`src/rtl/uart_parser_pkg.sv`:
```
// Shared types and constants for the UART frame parser: FSM state
// encoding, error codes and the frame sync byte.
package uart_parser_pkg;

  localparam logic [7:0] SYNC_BYTE = 8'hA5;

  typedef enum logic [2:0] {
    ST_IDLE = 3'd0,
    ST_LEN  = 3'd1,
    ST_DATA = 3'd2,
    ST_CSUM = 3'd3,
    ST_EMIT = 3'd4
  } state_e;

  typedef enum logic [1:0] {
    ERR_OVERRUN  = 2'b00,
    ERR_BAD_LEN  = 2'b01,
    ERR_BAD_CSUM = 2'b10,
    ERR_TIMEOUT  = 2'b11
  } err_code_e;

endpackage

```
`src/rtl/uart_idle_timer.sv`:
```
// Inter-byte idle timer. Counts cycles without a kick while run is high and
// flags expiry on the cycle the count would reach TIMEOUT_CYCLES. A kick in
// that same cycle wins, so expiry never coincides with an accepted byte.
module uart_idle_timer #(
  parameter int TIMEOUT_CYCLES = 50000
) (
  input  logic clk,
  input  logic reset,
  input  logic run,
  input  logic kick,
  output logic expired
);

  localparam int CW = (TIMEOUT_CYCLES > 1) ? $clog2(TIMEOUT_CYCLES) : 1;
  localparam logic [CW-1:0] LAST_CNT = CW'(TIMEOUT_CYCLES - 1);

  logic [CW-1:0] cnt_q, cnt_d;

  // Expiry detection and next count; the counter parks at 0 when not running.
  always_comb begin
    expired = run && !kick && (cnt_q == LAST_CNT);
    if (!run || kick || expired) begin
      cnt_d = '0;
    end else begin
      cnt_d = cnt_q + 1'b1;
    end
  end

  // Counter register.
  always_ff @(posedge clk) begin
    if (reset) begin
      cnt_q <= '0;
    end else begin
      cnt_q <= cnt_d;
    end
  end

endmodule

```
`src/rtl/uart_frame_parser.sv`:
```
// UART frame parser: SYNC(0xA5), LEN, LEN payload bytes, CSUM (XOR of LEN
// and payload). Valid frames are replayed on a valid/ready output stream.
// Optional statistics counters are built when UART_PARSER_STATS_EN is defined.
//
// Output handshake: a byte transfers on a rising edge where out_valid and
// out_ready are both high; while out_valid=1 and out_ready=0, out_byte and
// out_last hold their values; out_valid never drops without a transfer
// except on reset.
module uart_frame_parser
  import uart_parser_pkg::*;
#(
  parameter int MAX_LEN        = 8,
  parameter int TIMEOUT_CYCLES = 50000
) (
  input  logic        clk,
  input  logic        reset,
  input  logic [7:0]  byte_in,
  input  logic        byte_valid,
  output logic [7:0]  out_byte,
  output logic        out_valid,
  input  logic        out_ready,
  output logic        out_last,
  output logic        frame_ok,
  output logic        err,
  output logic [1:0]  err_code,
  output logic [15:0] frame_cnt,
  output logic [15:0] err_cnt,
  output state_e      dbg_state
);

  localparam int IW = (MAX_LEN > 1) ? $clog2(MAX_LEN) : 1;
  localparam logic [7:0] MAX_LEN_B = 8'(MAX_LEN);

  state_e      state_q, state_d;
  logic [7:0]  len_q, len_d;
  logic [7:0]  wr_idx_q, wr_idx_d;
  logic [7:0]  rd_idx_q, rd_idx_d;
  logic [7:0]  csum_q, csum_d;
  logic        frame_ok_q, frame_ok_d;
  logic        err_q, err_d;
  err_code_e   err_code_q, err_code_d;
  logic        buf_we;
  logic        last_rd;
  logic        timer_run;
  logic        timer_expired;
  logic [7:0]  payload_buf [MAX_LEN];

  uart_idle_timer #(
    .TIMEOUT_CYCLES(TIMEOUT_CYCLES)
  ) u_idle_timer (
    .clk     (clk),
    .reset   (reset),
    .run     (timer_run),
    .kick    (byte_valid),
    .expired (timer_expired)
  );

  // State and datapath registers.
  always_ff @(posedge clk) begin
    if (reset) begin
      state_q    <= ST_IDLE;
      len_q      <= '0;
      wr_idx_q   <= '0;
      rd_idx_q   <= '0;
      csum_q     <= '0;
      frame_ok_q <= 1'b0;
      err_q      <= 1'b0;
      err_code_q <= ERR_OVERRUN;
    end else begin
      state_q    <= state_d;
      len_q      <= len_d;
      wr_idx_q   <= wr_idx_d;
      rd_idx_q   <= rd_idx_d;
      csum_q     <= csum_d;
      frame_ok_q <= frame_ok_d;
      err_q      <= err_d;
      err_code_q <= err_code_d;
    end
  end

  // Payload storage; contents are only read after being written this frame.
  always_ff @(posedge clk) begin
    if (buf_we) begin
      payload_buf[wr_idx_q[IW-1:0]] <= byte_in;
    end
  end

  // Next-state logic: frame parsing, checks, timeout and output indexing.
  always_comb begin
    state_d    = state_q;
    len_d      = len_q;
    wr_idx_d   = wr_idx_q;
    rd_idx_d   = rd_idx_q;
    csum_d     = csum_q;
    frame_ok_d = 1'b0;
    err_d      = 1'b0;
    err_code_d = err_code_q;
    buf_we     = 1'b0;
    case (state_q)
      ST_IDLE: begin
        if (byte_valid && (byte_in == SYNC_BYTE)) begin
          state_d = ST_LEN;
        end
      end
      ST_LEN: begin
        if (timer_expired) begin
          err_d      = 1'b1;
          err_code_d = ERR_TIMEOUT;
          state_d    = ST_IDLE;
        end else if (byte_valid) begin
          if ((byte_in == 8'd0) || (byte_in > MAX_LEN_B)) begin
            err_d      = 1'b1;
            err_code_d = ERR_BAD_LEN;
            state_d    = ST_IDLE;
          end else begin
            len_d    = byte_in;
            csum_d   = byte_in;
            wr_idx_d = '0;
            state_d  = ST_DATA;
          end
        end
      end
      ST_DATA: begin
        if (timer_expired) begin
          err_d      = 1'b1;
          err_code_d = ERR_TIMEOUT;
          state_d    = ST_IDLE;
        end else if (byte_valid) begin
          // Payload bytes are taken verbatim, a sync value here does not resync.
          buf_we   = 1'b1;
          csum_d   = csum_q ^ byte_in;
          wr_idx_d = wr_idx_q + 8'd1;
          if (wr_idx_q == (len_q - 8'd1)) begin
            state_d = ST_CSUM;
          end
        end
      end
      ST_CSUM: begin
        if (timer_expired) begin
          err_d      = 1'b1;
          err_code_d = ERR_TIMEOUT;
          state_d    = ST_IDLE;
        end else if (byte_valid) begin
          if (byte_in == csum_q) begin
            frame_ok_d = 1'b1;
            rd_idx_d   = '0;
            state_d    = ST_EMIT;
          end else begin
            err_d      = 1'b1;
            err_code_d = ERR_BAD_CSUM;
            state_d    = ST_IDLE;
          end
        end
      end
      ST_EMIT: begin
        // Input bytes cannot be stored while replaying; flag and drop them.
        if (byte_valid) begin
          err_d      = 1'b1;
          err_code_d = ERR_OVERRUN;
        end
        if (out_ready) begin
          if (last_rd) begin
            rd_idx_d = '0;
            state_d  = ST_IDLE;
          end else begin
            rd_idx_d = rd_idx_q + 8'd1;
          end
        end
      end
      default: state_d = ST_IDLE;
    endcase
  end

  // Outputs decoded from registered state.
  always_comb begin
    out_valid = (state_q == ST_EMIT);
    last_rd   = (rd_idx_q == (len_q - 8'd1));
    out_last  = out_valid && last_rd;
    out_byte  = out_valid ? payload_buf[rd_idx_q[IW-1:0]] : 8'h00;
    timer_run = (state_q == ST_LEN) || (state_q == ST_DATA) || (state_q == ST_CSUM);
  end

  assign frame_ok  = frame_ok_q;
  assign err       = err_q;
  assign err_code  = err_code_q;
  assign dbg_state = state_q;

`ifdef UART_PARSER_STATS_EN
  logic [15:0] frame_cnt_q, frame_cnt_d;
  logic [15:0] err_cnt_q, err_cnt_d;

  // Saturating counts of frame_ok and err pulses.
  always_comb begin
    frame_cnt_d = frame_cnt_q;
    err_cnt_d   = err_cnt_q;
    if (frame_ok_q && (frame_cnt_q != 16'hFFFF)) frame_cnt_d = frame_cnt_q + 16'd1;
    if (err_q && (err_cnt_q != 16'hFFFF))        err_cnt_d   = err_cnt_q + 16'd1;
  end

  // Statistics registers.
  always_ff @(posedge clk) begin
    if (reset) begin
      frame_cnt_q <= '0;
      err_cnt_q   <= '0;
    end else begin
      frame_cnt_q <= frame_cnt_d;
      err_cnt_q   <= err_cnt_d;
    end
  end

  assign frame_cnt = frame_cnt_q;
  assign err_cnt   = err_cnt_q;
`else
  assign frame_cnt = 16'h0000;
  assign err_cnt   = 16'h0000;
`endif

endmodule

```
`config.mk`:
```
export PLATFORM = sky130hd
export DESIGN_NAME = uart_frame_parser
export DESIGN_NICKNAME = d
export VERILOG_FILES = /design/src/rtl/uart_parser_pkg.sv /design/src/rtl/uart_idle_timer.sv /design/src/rtl/uart_frame_parser.sv
export SDC_FILE = /design/constraint.sdc
export NUM_CORES = 1
export LEC_CHECK = 0
export ABC_AREA = 1
export CORE_MARGIN = 3
export CORE_UTILIZATION = 60
export CTS_CLUSTER_DIAMETER = 200
export DETAILED_ROUTE_END_ITERATION = 8
export MAX_ROUTING_LAYER = met4
export PLACE_DENSITY_LB_ADDON = 0.05
export SYNTH_ARGS = -nofsm -noshare
export SYNTH_HDL_FRONTEND = slang
export SYNTH_SLANG_ARGS = --single-unit
```
`constraint.sdc`:
```
create_clock -name clk -period 3.5 [get_ports clk]
set_input_delay 1.05 -clock clk [delete_from_list [all_inputs] [get_ports clk]]
set_output_delay 1.05 -clock clk [all_outputs]
set_load 0.01 [all_outputs]
```
Word level (Yosys, flattened, before mapping)
Memories as Yosys holds them, arrays and structs flattened. A register that Yosys moved wholly into a read port is not among the register bits.
Cells that the tools add are included.
- bits in registers: 55
- bits in writable memories: 64
- input port bits: 12
- memories: 1
- $add $sub $neg: 4
- order comparisons: 1
- equality and inequality tests: 28
- muxes and demuxes: 57
- bitwise operators: 5
- reduce and logical (&&, ||, !) cells: 23
- memories (memory ; depth ; bits a word ; rd ports ; clocked after memory_dff ; wr ports ; line ; RTL):
    payload_buf ; 8 ; 8 ; 1 ; 1 ; 1 ; uart_frame_parser.sv:46 ; logic [7:0] payload_buf [MAX_LEN];
- operators by type and width (cell ; number):
    $mux 8 ; 16
    $pmux 8 s2 ; 3
    $mux 3 ; 13
    $eq 8x8->1 ; 3
    $ne 2x2->1 const B ; 11
    $mux 2 ; 9
    $ne 3x3->1 const B ; 6
    $add 16x1->16 const B ; 1
    $add 8x1->8 const B ; 2
    $eq 16x16->1 const B ; 1
    $pmux 3 s5 ; 1
    $reduce_and 7->1 ; 2
    $mux 1 ; 13
    $eq 8x8->1 const B ; 1
    $gt 8x4->1 const B ; 1
    $logic_not 8->1 ; 1
    $pmux 2 s4 ; 1
    $sub 8x1->8 const B ; 1
    $xor 8x8->8 ; 1
    $eq 3x2->1 const B ; 2
    $reduce_and 6->1 ; 1
    $logic_or 1x1->1 ; 5
    $reduce_and 5->1 ; 1
    $logic_and 1x1->1 ; 4
    12 further kinds ; 18

Depth between registers and ports, before layout
- word-level depth: 9
- mapped depth: 16

Modules after synthesis
Synthesis repeated with hierarchy kept, for this count alone.
- cells, all modules: 745
- area, all modules: 6209.7 um^2
- by module, submodules not included (module ; times used ; cells each ; area each (um^2) ; sequential area each (um^2)):
    uart_frame_parser ; 1 ; 624 ; 5381.4 ; 2762.6
    uart_idle_timer ; 1 ; 121 ; 828.3 ; 320.3

Least setup slack after synthesis
Ideal clock, no wire load.
- path kind: register to output
- from: reg len_q[0]
- to: out out_last
- data arrival time: 1.691 ns
- required time: 2.450 ns
- setup slack: 0.759 ns
- cell stages (with the launch flop): 10
- path buffers: 0
- cells stage by stage: dfxtp_1 -> inv_2 -> ha_1 -> xor2_1 -> o21ai_0 -> nor2_1 -> nand2_1 -> nor3_1 -> nand3_1 -> nor4_1
- word-level cells in the longest chain between the ends: 3
- RTL lines (element ; line ; RTL):
    start, declared ; uart_frame_parser.sv:35 ; logic [7:0] len_q, len_d;
    start signal, assigned ; uart_frame_parser.sv:71 ; len_q <= len_d;
    $sub 8x1->8 ; uart_frame_parser.sv:177 ; last_rd = (rd_idx_q == (len_q - 8'd1));
    $eq 8x8->1 ; uart_frame_parser.sv:177 ;
    $logic_and 1x1->1 ; uart_frame_parser.sv:178 ; out_last = out_valid && last_rd;
    end, declared ; uart_frame_parser.sv:22 ; output logic out_last,
No other way between the ends.

Worst setup path in the final report
Same ends and word-level chain as after synthesis.

==> results by stage <==
Status:
- The run finished with clean final reports.

Setup path:
- The critical path goes through inv_6 > ha_4 > xor2_1 > o21ai_0 > nor2_1 > nand2_1 > nor3_2 > nand3_1 > nor4_2 > buf_2.
- In this run the worst path has a maximum fanout of 8.
- The slowest stage cell on the critical path is sky130_fd_sc_hd__dfxtp_4.
- For the worst setup path, the data required time is 2.45 ns.
- STA puts the critical path data arrival time at 2.35 ns.
- The critical path is of the reg -> out type.
- The kind of capture point of the worst setup path is a primary output.
- The worst setup path is launched from a flop.
- The delay of the slowest cell on the worst path is 0.38 ns.
- The worst register-to-register path has a setup slack of 1.57 ns.

STA:
- The number of hold violations in the final report was 0.
- At the pin with the least slew margin, the transition time is 0.555 ns.
- Counting I/O delays and the setup requirement, the final critical path takes 3.40 ns.
- Setup violations remaining at the end of the flow were counted as 0.
- The setup skew after layout is 0.0121 ns.
- The number of max-slew violations in the final report is 0.
- The worst slew slack as a fraction of its limit is 62.8%.
- The timing-limited maximum frequency is 294 MHz.
- Setup repair after global routing could not meet its margin everywhere.
- The worst path setup slack after routing is 0.0966 ns.
- The post-route fraction of the period consumed by the critical path is 97.2%.

Route:
- The antenna violation net count after detailed routing is 0.
- The detailed-route wire length per cell is 15.1 µm.
- In the routed layout, each cell is associated on average with a via count of 5.43.
- After the first detailed-routing iteration, the DRC count stood at 296.
- For this run, design rule violations remaining after detail routing come to 0.
- The number of vias after detailed routing is 5,009.
- The pre-antenna-repair detailed-routing pass consisted of 5 iterations.
- After detailed routing, the total wire length is 13.9 mm.

Layout:
- In the final layout, the share of cells above drive strength 1 is 17.1%.
- The area taken by flip-flops and latches is 3090 µm².
- The filler cells instantiated in the layout total 786.
- The signed area change from the synthesized netlist to the final layout is 16.6%.
- The net total in the final layout is 792.
- The multi-input combinational cells in the finished layout cover a total of 2740 µm².
- The diode insertion count for antenna repair is 0.

Pwr:
- The power density of the placed cells is 607 nW/µm².
- Across the VDD grid, the largest voltage drop is 0.000467 V.
- After layout, the design draws a total of 4.44 mW.
- The leakage power figure is 2.73 nW.

Floorplanning:
- 61 I/O pins were placed.
- The overall die width is 108 µm.
- The floorplan step defined a core boundary enclosing 9950 µm².
- The effective utilization at floorplan is 63.0%.
- From bottom edge to top edge, the die measures 108 µm.
- The floorplan step defined a die boundary enclosing 11,700 µm².
- The floorplan has 36 rows.

Synthesis:
- The main flop type after synthesis is sky130_fd_sc_hd__edfxtp_1.
- Synthesis inferred 122 register bits.
- The most repeated cell in the gate-level netlist after synthesis is sky130_fd_sc_hd__nor2_1.
- The synthesized netlist devotes 0.798% of its cell area to adder and majority cells.
- The fraction of registers with async set or reset after synthesis is 0%.
- By area the synthesized netlist is led by sky130_fd_sc_hd__edfxtp_1 31%, sky130_fd_sc_hd__dfxtp_1 19%, sky130_fd_sc_hd__nor2_1 6.8%, sky130_fd_sc_hd__nand2_1 5.7%, sky130_fd_sc_hd__o21ai_0 4.6%.
- The fraction of the yosys area taken by sequential cells is 49.2%.
- Synthesis produced 729 cells.
- By area, the combinational part of the netlist is dominated by simple AND/OR/NAND/NOR gates.
- The synthesized area per cell is 8.60 µm².
- The xor and xnor fraction of the mapped netlist area is 3.49%.
- The complex-gate fraction of the synthesized area is 10.2%.
- Counting instances in the post-synthesis netlist gives the leading cell types as 114 x sky130_fd_sc_hd__nor2_1, 95 x sky130_fd_sc_hd__nand2_1, 64 x sky130_fd_sc_hd__edfxtp_1, 58 x sky130_fd_sc_hd__dfxtp_1, 58 x sky130_fd_sc_hd__o21ai_0.
- The dominant cell type by area after synthesis is sky130_fd_sc_hd__edfxtp_1.
- The fraction of the mapped netlist area in simple logic gates is 26.9%.
- During synthesis, Yosys emitted a total of 0 warnings.
- The synthesized design contains 64 enable-type register cells.
- Yosys mapped the design onto 45 distinct sky130hd cell types.
- Summed over its instances, the top area cell type makes up 30.7% of the synthesized netlist area.
- The post-synthesis instance area is 6270 µm².
- The multiplexer share of the synthesized area is 0%.

Placed design:
- The post-placement setup slack is 0.199 ns.
- The wire-length estimate of the detail-placed layout is 9.63 mm.
- The number of I/O port buffers is 28.
- The routability congestion estimate is 0.905.

GRT:
- The number of global-route vias before repair is 4,739.
- The overall global routing resource usage is 25.5%.
- The sum of overflow across all layers after global routing is 0.
- The global-route wire length before repair is 22.4 mm.
- The initial antenna violation count came to 0.
- Entering global routing, the biggest net connects 33 pins.

Clocking:
- The clock latency reported for the late side of the worst-skew pair is 0.52 ns.
- The clock slew at the register clock pins of the worst setup and hold paths is 0.06 ns.
- The clock tree from TritonCTS is built.
- In this run the post-CTS setup repair buffer count came out at 0.
- The H-tree level count is 4.
- TritonCTS created 17 clock buffers.
- The root buffer cell chosen for the clock tree is sky130_fd_sc_hd__clkbuf_8.
- The number of hold buffers added after CTS was 0.
- The sink count of the clock tree is 122.
- Counting along the longest clock path gives a buffer depth of 2.

Flow run:
- Max-cap violations in this run came to 0.

Worst hold path:
- The worst min-delay path category is reg -> reg.
[worst max-delay path: cells and delay by family, from the launching register on]
kind,cells,cell delay [ns]
and+or+nand+nor,5,0.73
xor gates and xnor gates,1,0.13
adders and majority gates,1,0.27
AOI/OAI and AO/OA,1,0.10
buffers and inverters,2,0.23
DFF,1,0.38
[worst paths after layout]
path / startpoint / to / cells after the start
max: len_q[0] / out_last / 10
min: u_idle_timer.cnt_q[0] / u_idle_timer.cnt_q[0] / 1
max reg2reg: len_q[0] / flop / 14
min reg2reg: u_idle_timer.cnt_q[0] / u_idle_timer.cnt_q[0] / 1
[placed cells by master, fill, tap and decap left out, types with 3 or more instances in the layout]
cell type and n:
sky130_fd_sc_hd__edfxtp_1 64, sky130_fd_sc_hd__nor2_2 8, sky130_fd_sc_hd__a21oi_2 11, sky130_fd_sc_hd__bufinv_16 4, sky130_fd_sc_hd__clkdlybuf4s50_1 25, sky130_fd_sc_hd__inv_1 41
sky130_fd_sc_hd__nand3_2 4, sky130_fd_sc_hd__a21oi_1 20, sky130_fd_sc_hd__o21ai_1 3, sky130_fd_sc_hd__xnor2_1 6, sky130_fd_sc_hd__xor2_1 19, sky130_fd_sc_hd__inv_2 17
sky130_fd_sc_hd__dfxtp_1 55, sky130_fd_sc_hd__clkbuf_16 16, sky130_fd_sc_hd__nor3_1 19, sky130_fd_sc_hd__clkinvlp_4 4, sky130_fd_sc_hd__o21ai_0 58, sky130_fd_sc_hd__nor2_4 3
sky130_fd_sc_hd__buf_4 19, sky130_fd_sc_hd__ha_1 3, sky130_fd_sc_hd__nand3b_1 4, sky130_fd_sc_hd__nand2_1 94, sky130_fd_sc_hd__nor2_1 114, sky130_fd_sc_hd__o22ai_1 8
sky130_fd_sc_hd__nand4_1 11, sky130_fd_sc_hd__nand2_2 23, sky130_fd_sc_hd__nand3_1 54, sky130_fd_sc_hd__inv_6 3, sky130_fd_sc_hd__a31oi_1 10, sky130_fd_sc_hd__conb_1 32
sky130_fd_sc_hd__nor4_1 4
[sequential cells by signal, summed over array words and instances (netlist names), named ones only]
name                count
u_idle_timer.cnt_q     16
len_q                   8
payload_buf            64
wr_idx_q                8
rd_idx_q                8
dbg_state               3
frame_ok                1
err_code                2
csum_q                  8
err                     1
[power breakdown]
group | switching, mW | total [mW] | internal [mW]
Sequential | 0.0697 | 1.65 | 1.58
Combinational | 0.634 | 1.00 | 0.371
Clock | 0.628 | 1.78 | 1.15
Total | 1.33 | 4.44 | 3.10
[layout make-up]
type / count / share of cell area (%)
sequential: 122 / 42.3
tap: 133 / 2.28
clock buffer: 17 / 5.66
timing repair buffer: 50 / 6.49
inverter: 60 / 3.17
clock inverter: 15 / 2.70
multi-input combinational: 525 / 37.4
[through the flow]
step                      TNS, ns  utilization (%)  cell area, µm²  hold slack [ns]  cells
final                           0             73.4            7310            0.450    922
after CTS                       0             72.9            7260            0.450    922
after global routing      -0.0207             73.4            7310            0.465    922
after floorplan                 0                -            6380            0.418    760
after global placement          0             66.6            6630            0.428    890
after detailed placement        0             66.6            6630            0.441    890
[routing by layer]
metal  share of wire, %  track usage [%]  vias to the layer above  wire, µm
met4                1.1             8.66                        0       150
li1                   -                -                     2498         -
met2                 50             41.7                      133      6970
met3                4.8             6.69                       14       673
met1                 44             30.9                     2364      6100
met5                  0                -                        -         0
[cell families after synthesis]
family | Yosys count
flops | 122
fa+ha+maj | 4
xor+xnor | 25
other cells | 1
compound gates | 112
buf+inv | 113
simple gates | 352
[what timing repair did]
action / CTS / global route
gates resized for setup: 8 / 19
endpoints found under the setup margin: 3 / 8
pin swaps: 0 / 1
Note: power is estimated with default switching activity, not from simulation.
